--- src/rtl/rv32i_fetch_unit.sv ---
// rv32i_fetch_unit: RV32I instruction fetch stage.
// Holds the fetch PC, issues word requests to instruction memory, buffers
// returned words with their PCs in an in-order queue and presents them to
// decode. Redirects flush the queue and discard responses still in flight.
//
// Parameters:
//   RESET_PC    fetch PC loaded on reset (word aligned)
//   FIFO_DEPTH  queue entries and maximum in-flight requests (power of two, >= 2)
// Ports:
//   clk, rst_n                         clock, async active-low reset
//   imem_req_valid/addr/ready          request channel to instruction memory
//   imem_rsp_valid/data                in-order response channel (no stall)
//   redirect_valid/redirect_pc         control-flow redirect from execute
//   instr_valid/instr/instr_pc/ready   queue head presented to decode
module rv32i_fetch_unit #(
  parameter logic [31:0] RESET_PC   = 32'h0000_0000,
  parameter int unsigned FIFO_DEPTH = 2
) (
  input  logic        clk,
  input  logic        rst_n,
  output logic        imem_req_valid,
  output logic [31:0] imem_req_addr,
  input  logic        imem_req_ready,
  input  logic        imem_rsp_valid,
  input  logic [31:0] imem_rsp_data,
  input  logic        redirect_valid,
  input  logic [31:0] redirect_pc,
  output logic        instr_valid,
  output logic [31:0] instr,
  output logic [31:0] instr_pc,
  input  logic        instr_ready
);

  localparam int unsigned CNT_W = $clog2(FIFO_DEPTH + 1);
  localparam int unsigned PTR_W = (FIFO_DEPTH > 1) ? $clog2(FIFO_DEPTH) : 1;
  localparam int unsigned SUM_W = CNT_W + 1;

  typedef struct packed {
    logic [31:0] pc;
    logic [31:0] word;
  } entry_t;

  logic [31:0]      fetch_pc_q, fetch_pc_d;
  logic [31:0]      rsp_pc_q, rsp_pc_d;
  logic [CNT_W-1:0] outstanding_q, outstanding_d;
  logic [CNT_W-1:0] drop_cnt_q, drop_cnt_d;
  logic [CNT_W-1:0] count_q, count_d;
  logic [PTR_W-1:0] head_q, head_d;
  logic [PTR_W-1:0] tail_q, tail_d;
  entry_t           queue_q [FIFO_DEPTH];
  entry_t           queue_d [FIFO_DEPTH];

  logic             pop;
  logic             push;
  logic             req_fire;
  logic             rsp_arrival;
  logic             rsp_drop;
  logic [SUM_W-1:0] credit_used;
  logic [31:0]      redirect_target;
  logic             unused_redirect_lsbs;

  // Low redirect bits are ignored by definition.
  assign unused_redirect_lsbs = ^redirect_pc[1:0];
  assign redirect_target      = {redirect_pc[31:2], 2'b00};

  // Head presentation; outputs read as zero whenever the queue is empty.
  assign instr_valid   = (count_q != '0);
  assign instr         = instr_valid ? queue_q[head_q].word : 32'h0;
  assign instr_pc      = instr_valid ? queue_q[head_q].pc   : 32'h0;
  assign imem_req_addr = fetch_pc_q;

  // Handshake decode, credit check and next-state computation.
  always_comb begin
    fetch_pc_d    = fetch_pc_q;
    rsp_pc_d      = rsp_pc_q;
    outstanding_d = outstanding_q;
    drop_cnt_d    = drop_cnt_q;
    count_d       = count_q;
    head_d        = head_q;
    tail_d        = tail_q;
    queue_d       = queue_q;

    pop = instr_valid && instr_ready;

    // A response with nothing outstanding (e.g. straggler across reset) is ignored.
    rsp_arrival = imem_rsp_valid && (outstanding_q != '0);
    rsp_drop    = rsp_arrival && (drop_cnt_q != '0);
    push        = rsp_arrival && (drop_cnt_q == '0) && !redirect_valid;

    // Stale requests still hold credit until they return.
    credit_used    = SUM_W'(outstanding_q) + SUM_W'(count_q) - SUM_W'(pop);
    imem_req_valid = rst_n && !redirect_valid && (credit_used < SUM_W'(FIFO_DEPTH));
    req_fire       = imem_req_valid && imem_req_ready;

    if (req_fire) begin
      fetch_pc_d = fetch_pc_q + 32'd4;
    end
    outstanding_d = outstanding_q + CNT_W'(req_fire) - CNT_W'(rsp_arrival);

    if (rsp_drop) begin
      drop_cnt_d = drop_cnt_q - CNT_W'(1);
    end

    if (push) begin
      queue_d[tail_q] = '{pc: rsp_pc_q, word: imem_rsp_data};
      tail_d          = tail_q + PTR_W'(1);
      rsp_pc_d        = rsp_pc_q + 32'd4;
    end

    if (pop) begin
      head_d = head_q + PTR_W'(1);
    end
    count_d = count_q + CNT_W'(push) - CNT_W'(pop);

    // Redirect: flush, retarget both PCs, and mark every in-flight request
    // (minus the one returning now) as stale. drop_cnt never exceeds
    // outstanding, so this covers requests from earlier redirects too.
    if (redirect_valid) begin
      fetch_pc_d = redirect_target;
      rsp_pc_d   = redirect_target;
      count_d    = '0;
      head_d     = '0;
      tail_d     = '0;
      drop_cnt_d = outstanding_q - CNT_W'(rsp_arrival);
    end
  end

  // State register.
  always_ff @(posedge clk or negedge rst_n) begin
    if (!rst_n) begin
      fetch_pc_q    <= RESET_PC;
      rsp_pc_q      <= RESET_PC;
      outstanding_q <= '0;
      drop_cnt_q    <= '0;
      count_q       <= '0;
      head_q        <= '0;
      tail_q        <= '0;
      queue_q       <= '{default: '0};
    end else begin
      fetch_pc_q    <= fetch_pc_d;
      rsp_pc_q      <= rsp_pc_d;
      outstanding_q <= outstanding_d;
      drop_cnt_q    <= drop_cnt_d;
      count_q       <= count_d;
      head_q        <= head_d;
      tail_q        <= tail_d;
      queue_q       <= queue_d;
    end
  end

endmodule
--- config.mk ---
export PLATFORM = sky130hd
export DESIGN_NAME = rv32i_fetch_unit
export DESIGN_NICKNAME = d
export VERILOG_FILES = /design/src/rtl/rv32i_fetch_unit.sv
export SDC_FILE = /design/constraint.sdc
export NUM_CORES = 1
export LEC_CHECK = 0
export BUFFER_PORTS_ARGS = -buffer_cell sky130_fd_sc_hd__buf_4
export CORE_MARGIN = 5
export CORE_UTILIZATION = 51
export CTS_CLUSTER_DIAMETER = 200
export DETAILED_ROUTE_END_ITERATION = 8
export PLACE_DENSITY_LB_ADDON = 0.3
export SYNTH_ARGS = -nofsm -noshare
export SYNTH_HDL_FRONTEND = slang
export SYNTH_SLANG_ARGS = --single-unit
--- constraint.sdc ---
create_clock -name clk -period 3.1 [get_ports clk]
set_input_delay 0.62 -clock clk [delete_from_list [all_inputs] [get_ports clk]]
set_output_delay 0.62 -clock clk [all_outputs]
set_load 0.02 [all_outputs]
After elaboration in Yosys (flattened, before gate mapping):

Cells that the tools add are included.

* output and inout bits: 98
* register bits: 200
* word-level logic and storage cells: 66
* input port bits: 70

* reduce and logical (&&, ||, !) cells: 18
* muxes and demuxes: 19
* add/sub/neg operators: 12
* bitwise operators: 2
* $lt $le $gt $ge: 4

Operators by type and width (number)
* 64-bit two-way mux: 4
* 32-bit two-way mux: 6
* 128-bit bitwise mux: 1
* 32-bit by 3-bit adder with 32-bit output, second input constant: 2
* 64-bit demux with 1-bit select: 1
* 2-bit nonzero test: 7
* 1-bit logical AND: 9
* 2-bit two-way mux: 3
* 2-bit by 1-bit subtractor with 2-bit output: 3
* 2-bit by 1-bit adder with 2-bit output: 2
* 2-bit greater-or-equal comparator, second input constant: 2
* 1-bit two-way mux: 4
* 1-bit NOT with 2-bit output: 2
* 2-bit by 2-bit adder with 3-bit output: 1
* 3-bit by 2-bit less-than comparator with 1-bit output, second input constant: 1
* 3-bit by 1-bit subtractor with 3-bit output: 1
* 1-bit adder, second input constant: 2
* 2-bit zero test: 1
* 2-bit by 1-bit less-than comparator with 1-bit output, second input constant: 1
* 2-bit by 1-bit subtractor with 2-bit output, second input constant: 1
* 1-bit zero test: 1

Longest topological paths before layout:

Gate-level depths: netlist (run 1).

* word-level depth: 8
* depth in mapped cells: 14
* gate-level depth less buffers: 12

Least setup slack after synthesis (run 1):

Ideal clock, no wire load.

* path kind: input to register
* from: input port instr_ready
* to: register outstanding_q[1]
* library setup time: 0.123 ns
* setup slack: -0.023 ns
* buffers on the path: 2
* stages: 14
* required time: 2.977 ns
* data arrival time: 3.000 ns
* path through: nand2_1 nor2_1 o21ai_0 fa_1 xnor2_1 nor4b_4 inv_2 buf_2 buf_1 ha_1 inv_1 ha_1 xnor2_1 xnor2_1

* cells in the longest elaborated chain, start to end: 7

RTL lines
* start: declaration: line 31 `input logic instr_ready`
* 1-bit logical AND: line 83 `pop = instr_valid && instr_ready;`
* 3-bit by 1-bit subtractor with 3-bit output: line 91 `credit_used = SUM_W'(outstanding_q) + SUM_W'(count_q) - SUM_W'(pop);`
* 3-bit by 2-bit less-than comparator with 1-bit output: line 92 `imem_req_valid = rst_n && !redirect_valid && (credit_used < SUM_W'(FIFO_DEPTH));`
* 1-bit logical AND: line 92
* 1-bit logical AND: line 93 `req_fire = imem_req_valid && imem_req_ready;`
* 2-bit by 1-bit adder with 2-bit output: line 98 `outstanding_d = outstanding_q + CNT_W'(req_fire) - CNT_W'(rsp_arrival);`
* 2-bit by 1-bit subtractor with 2-bit output: line 98
* net outstanding_d[1]: line 45 `logic [CNT_W-1:0] outstanding_q, outstanding_d;`
* end signal: assignment: line 142 `outstanding_q <= outstanding_d;`
* end: declaration: line 45

The timed path passes the listed nets, and every way through them passes these cells.
A chain may end at the register's enable or synchronous reset.

Final worst setup path (run 1):

* from: register count_q[1]
* to: output port imem_req_valid

* cells in the longest elaborated chain, start to end: 5
* elaborated cells between the ends (all ways): 6
* those cells by class: 2 x add/sub; 1 x order compare; 3 x reduce/logical

RTL lines
* start: declaration: line 47 `logic [CNT_W-1:0] count_q, count_d;`
* start signal: assignment: line 144 `count_q <= count_d;`
* parallel branches: the longest is 2 deep, another holds 2-bit by 2-bit adder with 3-bit output
* 3-bit by 1-bit subtractor with 3-bit output *: line 91
* 3-bit by 2-bit less-than comparator with 1-bit output *: line 92
* 1-bit logical AND *: line 92
* end: declaration: line 21 `output logic imem_req_valid,`

Mark *: on every way between the ends.

==> results of run 1 <==
==> critical path, cell delays in order (launching register included) <==
cell and delay, ns:
dfrtp_1 0.47, inv_1 0.07, ha_1 0.30, fa_1 0.44, xnor2_1 0.18, nor3_1 0.24, buf_4 0.19
==> where the power goes <==
group          total [mW]  internal, mW  leakage, nW  switching, mW
sequential           4.00          3.39         2.40          0.608
combinational        3.53          1.77         2.54           1.76
clock                2.23          1.31        0.307          0.924
total                9.75          6.47         5.25           3.29
==> through the flow <==
step                area, um^2  total power [mW]  instances  setup slack (ns)  hold WS [ns]
finish                   11720             9.755       1244            0.1619       0.03815
global route             11720             10.38       1244           0.02520       0.04135
CTS                      11720             9.887       1244            0.1223       0.02834
detailed placement       11100             7.638       1212          0.004218        0.4901
global placement         11100             7.483       1212            0.1209        0.4878
floorplan                 9580             6.305        848           0.03253        0.3244
==> what timing repair did <==
action,CTS,global route
resized for setup,0,1
setup buffers,0,0
endpoints found under the setup margin,0,4
==> Yosys cell counts, types with 3 or more instances <==
library cell  instances
a21boi_0              7
and3_1                9
and4_1                4
dfrtp_1             192
and2_1                9
xnor2_1              21
a21oi_1               6
a21o_1                3
o211ai_1             10
buf_4                 4
ha_1                  9
nor3_1                8
nand2b_1              4
nand2_1              53
mux2_2              129
nor4_2                3
inv_1                19
nand3_1              28
o311ai_0              7
xor2_1               22
or3_1                 3
nor2b_1               3
buf_2                17
mux2i_1              65
a31oi_1               5
buf_1                 3
o21ai_1               6
nor2_1               85
o21ai_0              29
nand4_1              23
clkbuf_1             27
==> per-layer routing <==
metal	global-route usage (%)	up-vias	wire, um
met3	4.226	26	1298
met5	0	-	0
met2	31.85	206	9856
li1	-	3285	-
met4	5.871	0	380
met1	29.25	3417	10040
==> placed cells by master, fill, tap and decap left out, types with 4 or more instances in the layout <==
cell       synthesis  layout
dfrtp_1          192     191
buf_4              4     175
mux2_2           129     129
nor2_1            85      80
mux2i_1           65      65
nand2_1           53      53
o21ai_0           29      29
nand3_1           28      28
nand4_1           23      23
xor2_1            22      22
xnor2_1           21      21
inv_1             19      19
clkbuf_16          0      17
o211ai_1          10      10
and2_1             9       9
and3_1             9       9
ha_1               9       9
nor3_1             8       8
a21boi_0           7       7
o311ai_0           7       7
o21ai_1            6       6
a21oi_1            6       6
clkbuf_8           0       6
a31oi_1            5       5
buf_12             0       5
and4_1             4       4
nand2b_1           4       4
conb_1             1       4
==> state kept, by name, summed over array words and instances, names as in the netlist <==
register	cells
outstanding_q	2
queue_q	124
rsp_pc_q	30
tail_q	1
drop_cnt_q	2
count_q	2
head_q	1
imem_req_addr	30
==> cells by family after synthesis <==
family,count (synthesis),share of synthesized area [%]
buffers and inverters,71,3.165
adders and majority gates,10,1.387
other,1,0.03920
AOI/OAI and AO/OA,86,6.017
xor gates and xnor gates,43,3.937
DFF,192,50.23
and+or+nand+nor,248,13.24
muxes,194,21.99
==> worst min-delay path by stage <==
stage | to | slack, ns | startpoint
finish | count_q[0] | 0.04 | rst_n
CTS | queue_q[35] | 0.03 | rst_n
global placement | queue_q[35] | 0.49 | rst_n
global route | drop_cnt_q[0] | 0.04 | rst_n
detailed placement | queue_q[35] | 0.49 | rst_n
floorplan | count_q[0] | 0.32 | rst_n
==> layout make-up <==
cell class | instances | area, um^2
timing repair buffer | 181 | 1428
clock buffer | 22 | 494.2
multi-input combinational | 585 | 4497
tap | 234 | 292.8
clock inverter | 10 | 122.6
sequential | 192 | 4808
fill | 1513 | 6863
inverter | 20 | 75.07
==> flow_metrics.py, run 1 <==
metrics = {
    "grt": {
        "first_global_vias": 7027,
        "grt_pass1_wl_mm": 35.94,
        "grt_start_max_net_pins": 65,
        "antenna_found_initial": 0,
        "grt_overflow_total": 0,
        "grt.total_usage_pct": 20.45,
    },
    "timing": {
        "setup_viol": 0,
        "fin_setup_tns_ns": 0,
        "slew_violations": 0,
        "fin_crit_sh_pct": 94.78,
        "timing.fmax_mhz": 340.4,
        "period_needed_ns": 2.938,
        "tightest_slew_ns": 0.7934,
        "finalHoldViolCount": 0,
        "grt_setup_unrepaired": "false",
        "relSlewSlack_pct": 47.10,
        "skew_ns": 0.01157,
    },
    "setup_path": {
        "critPathRequiredTime_ns": 2.48,
        "critPathMaxFanout": 4,
        "end_kind": "output pin",
        "cp-start-kind": "flip-flop",
        "cp.arrival_ns": 2.32,
        "reg2regPathDepth": 11,
        "startpoint": "count_q[1]",
        "regToRegSetupSlack_ns": 0.29,
        "endpoint": "imem_req_valid",
        "r2r-end": "outstanding_q[1]",
        "crit_type": "reg2out",
        "r2r-start": "count_q[1]",
    },
    "routing": {
        "dr.pass1.iters": 4,
        "drt_iter0_markers": 253,
        "route.detailed.wl_per_inst_um": 17.34,
        "via_count": 6934,
        "wl_mm": 21.57,
        "route.detailed.drc": 0,
        "via_per_inst": 5.574,
        "antenna_left": 0,
    },
    "job": {
        "drv_cap": 0,
    },
    "cts": {
        "cts.sinks": 192,
        "cts_buffer_depth": 2,
        "cts_tree": "built",
        "numCtsBuffers": 17,
        "hold_buffers": 0,
        "clkLatencyLatePin_ns": 0.43,
        "htree_num_levels": 4,
        "cts-root-buf": "clkbuf_16",
        "clk_pin_slew_worst_paths_ns": 0.07,
    },
    "logic_synthesis": {
        "syn_avg_cell_area_um2": 11.32,
        "syn-cell-area_mm2": 0.009565,
        "synth_ff_type": "dfrtp_1",
        "synth_area_leaders": "dfrtp_1, mux2_2, mux2i_1, nor2_1, nand2_1",
        "synth_edf_count": 0,
        "synth_top_area_cell": "dfrtp_1",
        "yosysUniqueCellTypes": 57,
        "synth-seq-area-share_pct": 50.23,
        "ys_warn_count": 0,
        "synth_top_area_share_pct": 50.23,
        "ys_async_sr_fraction_pct": 100.0,
        "netlist_instances": 845,
        "ys_ff_latch": 192,
    },
    "die": {
        "die_h_um": 147.0,
        "ios": 168,
        "std_cell_rows": 50,
        "initial_core_util_pct": 51.48,
        "core_mm2": 0.01858,
        "die_w_um": 147.0,
        "die_area_mm2": 0.02159,
    },
    "power": {
        "irDropWorstVdd_mv": 0.4541,
        "p_per_area_mw_per_mm2": 832.5,
        "leakage_nw": 5.245,
    },
    "final_layout": {
        "drive_gt1_share_pct": 36.14,
        "final_util_pct": 63.06,
        "diodes": 0,
        "fin_nets": 1077,
        "syn2layout_area_growth_pct": 22.50,
    },
    "placement": {
        "gp_congestion": 0.8403,
        "portBuffers": 161,
        "dp.final_hpwl_mm": 15.61,
    },
    "outcome": {
        "status": "complete, no violations",
    },
    "worst_hold_path": {
        "hold_class": "in2async",
    },
}
Power figures use the tool's default switching activity.
==> run 2: changes to the inputs <==
- CORE_MARGIN: 5 -> 4
==> run 2 against run 1 <==
Sequential share of layout area is 0.21 points higher. Worst hold slack improved by 0.33 ns. Global-route usage rose by 0.65 points. Fmax increased by 2.1%. Clock skew increased by 0.0012 ns. Clock power decreased by 6%. Core utilization up 0.96 points. Critical endpoint unchanged.
==> flow_metrics.py, run 2 (synthesis gave the netlist of run 1 again) <==
metrics = {
    "die": {
        "die_h_um": 145.0,
        "ios": 168,
        "die_w_um": 145.0,
        "initial_core_util_pct": 52.53,
        "std_cell_rows": 49,
        "core_mm2": 0.01821,
        "die_area_mm2": 0.02101,
    },
    "routing": {
        "route.detailed.wl_per_inst_um": 17.67,
        "met1_length_mm": 10.41,
        "dr.pass1.iters": 5,
        "met3WireLength_mm": 1.225,
        "drt_iter0_markers": 305,
        "via_per_inst": 5.643,
        "wl_met2_mm": 9.844,
        "via_count": 6981,
        "wl_mm": 21.86,
        "top_layer": "met4",
        "route.detailed.drc": 0,
        "antenna_left": 0,
    },
    "cts": {
        "cts-resized-gates": 0,
        "cts.sinks": 192,
        "numCtsBuffers": 17,
        "clkLatencyLatePin_ns": 0.42,
        "cts_tree": "built",
        "cts-root-buf": "clkbuf_16",
        "htree_num_levels": 4,
        "clk_pin_slew_worst_paths_ns": 0.06,
        "cts_buffer_depth": 2,
        "hold_buffers": 0,
        "cts_setup_buffers": 0,
    },
    "setup_path": {
        "end_kind": "output pin",
        "r2r-start": "count_q[1]",
        "regToRegSetupSlack_ns": 0.35,
        "reg2regPathDepth": 10,
        "crit_type": "reg2out",
        "critPathMaxFanout": 4,
        "startpoint": "count_q[1]",
        "endpoint": "imem_req_valid",
        "critPathRequiredTime_ns": 2.48,
        "r2r-end": "imem_req_addr[20]",
        "cp-start-kind": "flip-flop",
        "cp.arrival_ns": 2.26,
    },
    "final_layout": {
        "fin_nets": 1075,
        "diodes": 0,
        "layout.cells.non_filler": 1237,
        "final_area_mm2": 0.01166,
        "syn2layout_area_growth_pct": 21.87,
        "num-fill-cells": 1492,
        "drive_gt1_share_pct": 35.91,
        "final_cell_mix": "dfrtp_1, buf_4, mux2_2",
        "largest_reg_flops": 124,
        "final_common_cell": "dfrtp_1",
        "largest-register": "queue_q",
    },
    "power": {
        "power.share.switching_pct": 34.31,
        "p_clk_share_pct": 21.8,
        "internal_power_mw": 6.306,
        "p_per_area_mw_per_mm2": 823.5,
        "irDropWorstVdd_mv": 0.4434,
        "seqPwrFrac_pct": 41.6,
        "switchingPower_mw": 3.293,
        "leakage_nw": 5.215,
        "pwr-share-comb_pct": 36.6,
    },
    "grt": {
        "grt.total_usage_pct": 21.10,
        "first_global_vias": 7128,
        "antenna_found_initial": 0,
        "grt_pass1_wl_mm": 36.52,
        "grt_start_max_net_pins": 137,
        "grt_overflow_total": 0,
    },
    "timing": {
        "period_needed_ns": 2.876,
        "tightest_slew_ns": 0.7285,
        "grt_setup_unrepaired": "false",
        "finalHoldViolCount": 0,
        "slew_violations": 0,
        "skew_ns": 0.01273,
        "setup_viol": 0,
        "relSlewSlack_pct": 51.43,
        "timing.fmax_mhz": 347.7,
        "fin_setup_tns_ns": 0,
        "fin_crit_sh_pct": 92.79,
    },
    "job": {
        "drv_cap": 0,
    },
    "placement": {
        "placed_area_mm2": 0.01109,
        "dp_cells": 1205,
        "dp.final_hpwl_mm": 15.18,
        "gp_congestion": 0.8574,
        "portBuffers": 161,
    },
    "worst_hold_path": {
        "hold_class": "in2async",
    },
    "outcome": {
        "status": "complete, no violations",
    },
}
run 2: area by class of cell:
class	instances	area, um^2	area share, %
clock buffers	20	456.7	3.918
inverters	20	75.07	0.6440
well taps	229	286.5	2.458
multi-input cells	585	4497	38.57
repair buffers	179	1425	12.23
clock inverters	12	108.9	0.9338
flip-flops and latches	192	4808	41.25
run 2: stage by stage:
| step | utilization, % | hold slack (ns) | total power [mW] | worst slack [ns] |
|---|---|---|---|---|
| global placement | 60.90 | 0.4871 | 7.472 | 0.07659 |
| CTS | 64.01 | 0.3889 | 9.717 | 0.1735 |
| global route | 64.02 | 0.3994 | 10.22 | 0.05376 |
| floorplan | - | 0.3244 | 6.305 | 0.03253 |
| detailed placement | 60.90 | 0.4943 | 7.605 | -0.02439 |
| finish | 64.02 | 0.3658 | 9.600 | 0.2236 |
run 2: power by group through the flow:
stage / Clock (mW) / Combinational [mW] / Sequential (mW)
2_1_floorplan: 0 / 2.42 / 3.88
3_3_place_gp: 0 / 3.48 / 3.99
3_5_place_dp: 0 / 3.56 / 4.05
4_1_cts: 2.15 / 3.57 / 4.00
5_1_grt: 2.24 / 3.87 / 4.12
6_report: 2.09 / 3.52 / 4.00
run 2: how the worst min path moves through the flow:
stage,endpoint,start,depth (start not counted)
floorplan,count_q[0],rst_n,0
global placement,queue_q[88],queue_q[88],1
detailed placement,queue_q[90],queue_q[90],1
CTS,queue_q[9],rst_n,2
global route,queue_q[65],rst_n,2
finish,queue_q[65],rst_n,2
run 2: worst max-delay path: stages, from the launching register on:
cell and delay [ns]:
dfrtp_1 0.44, inv_1 0.06, ha_1 0.30, fa_1 0.43, xnor2_1 0.33, nor3_1 0.10
buf_4 0.17
run 2: per-layer routing:
| layer | up-vias | track usage, % |
|---|---|---|
| met2 | 233 | 32.75 |
| met1 | 3426 | 30.35 |
| met5 | - | 0 |
| li1 | 3295 | - |
| met3 | 27 | 3.960 |
| met4 | 0 | 6.698 |
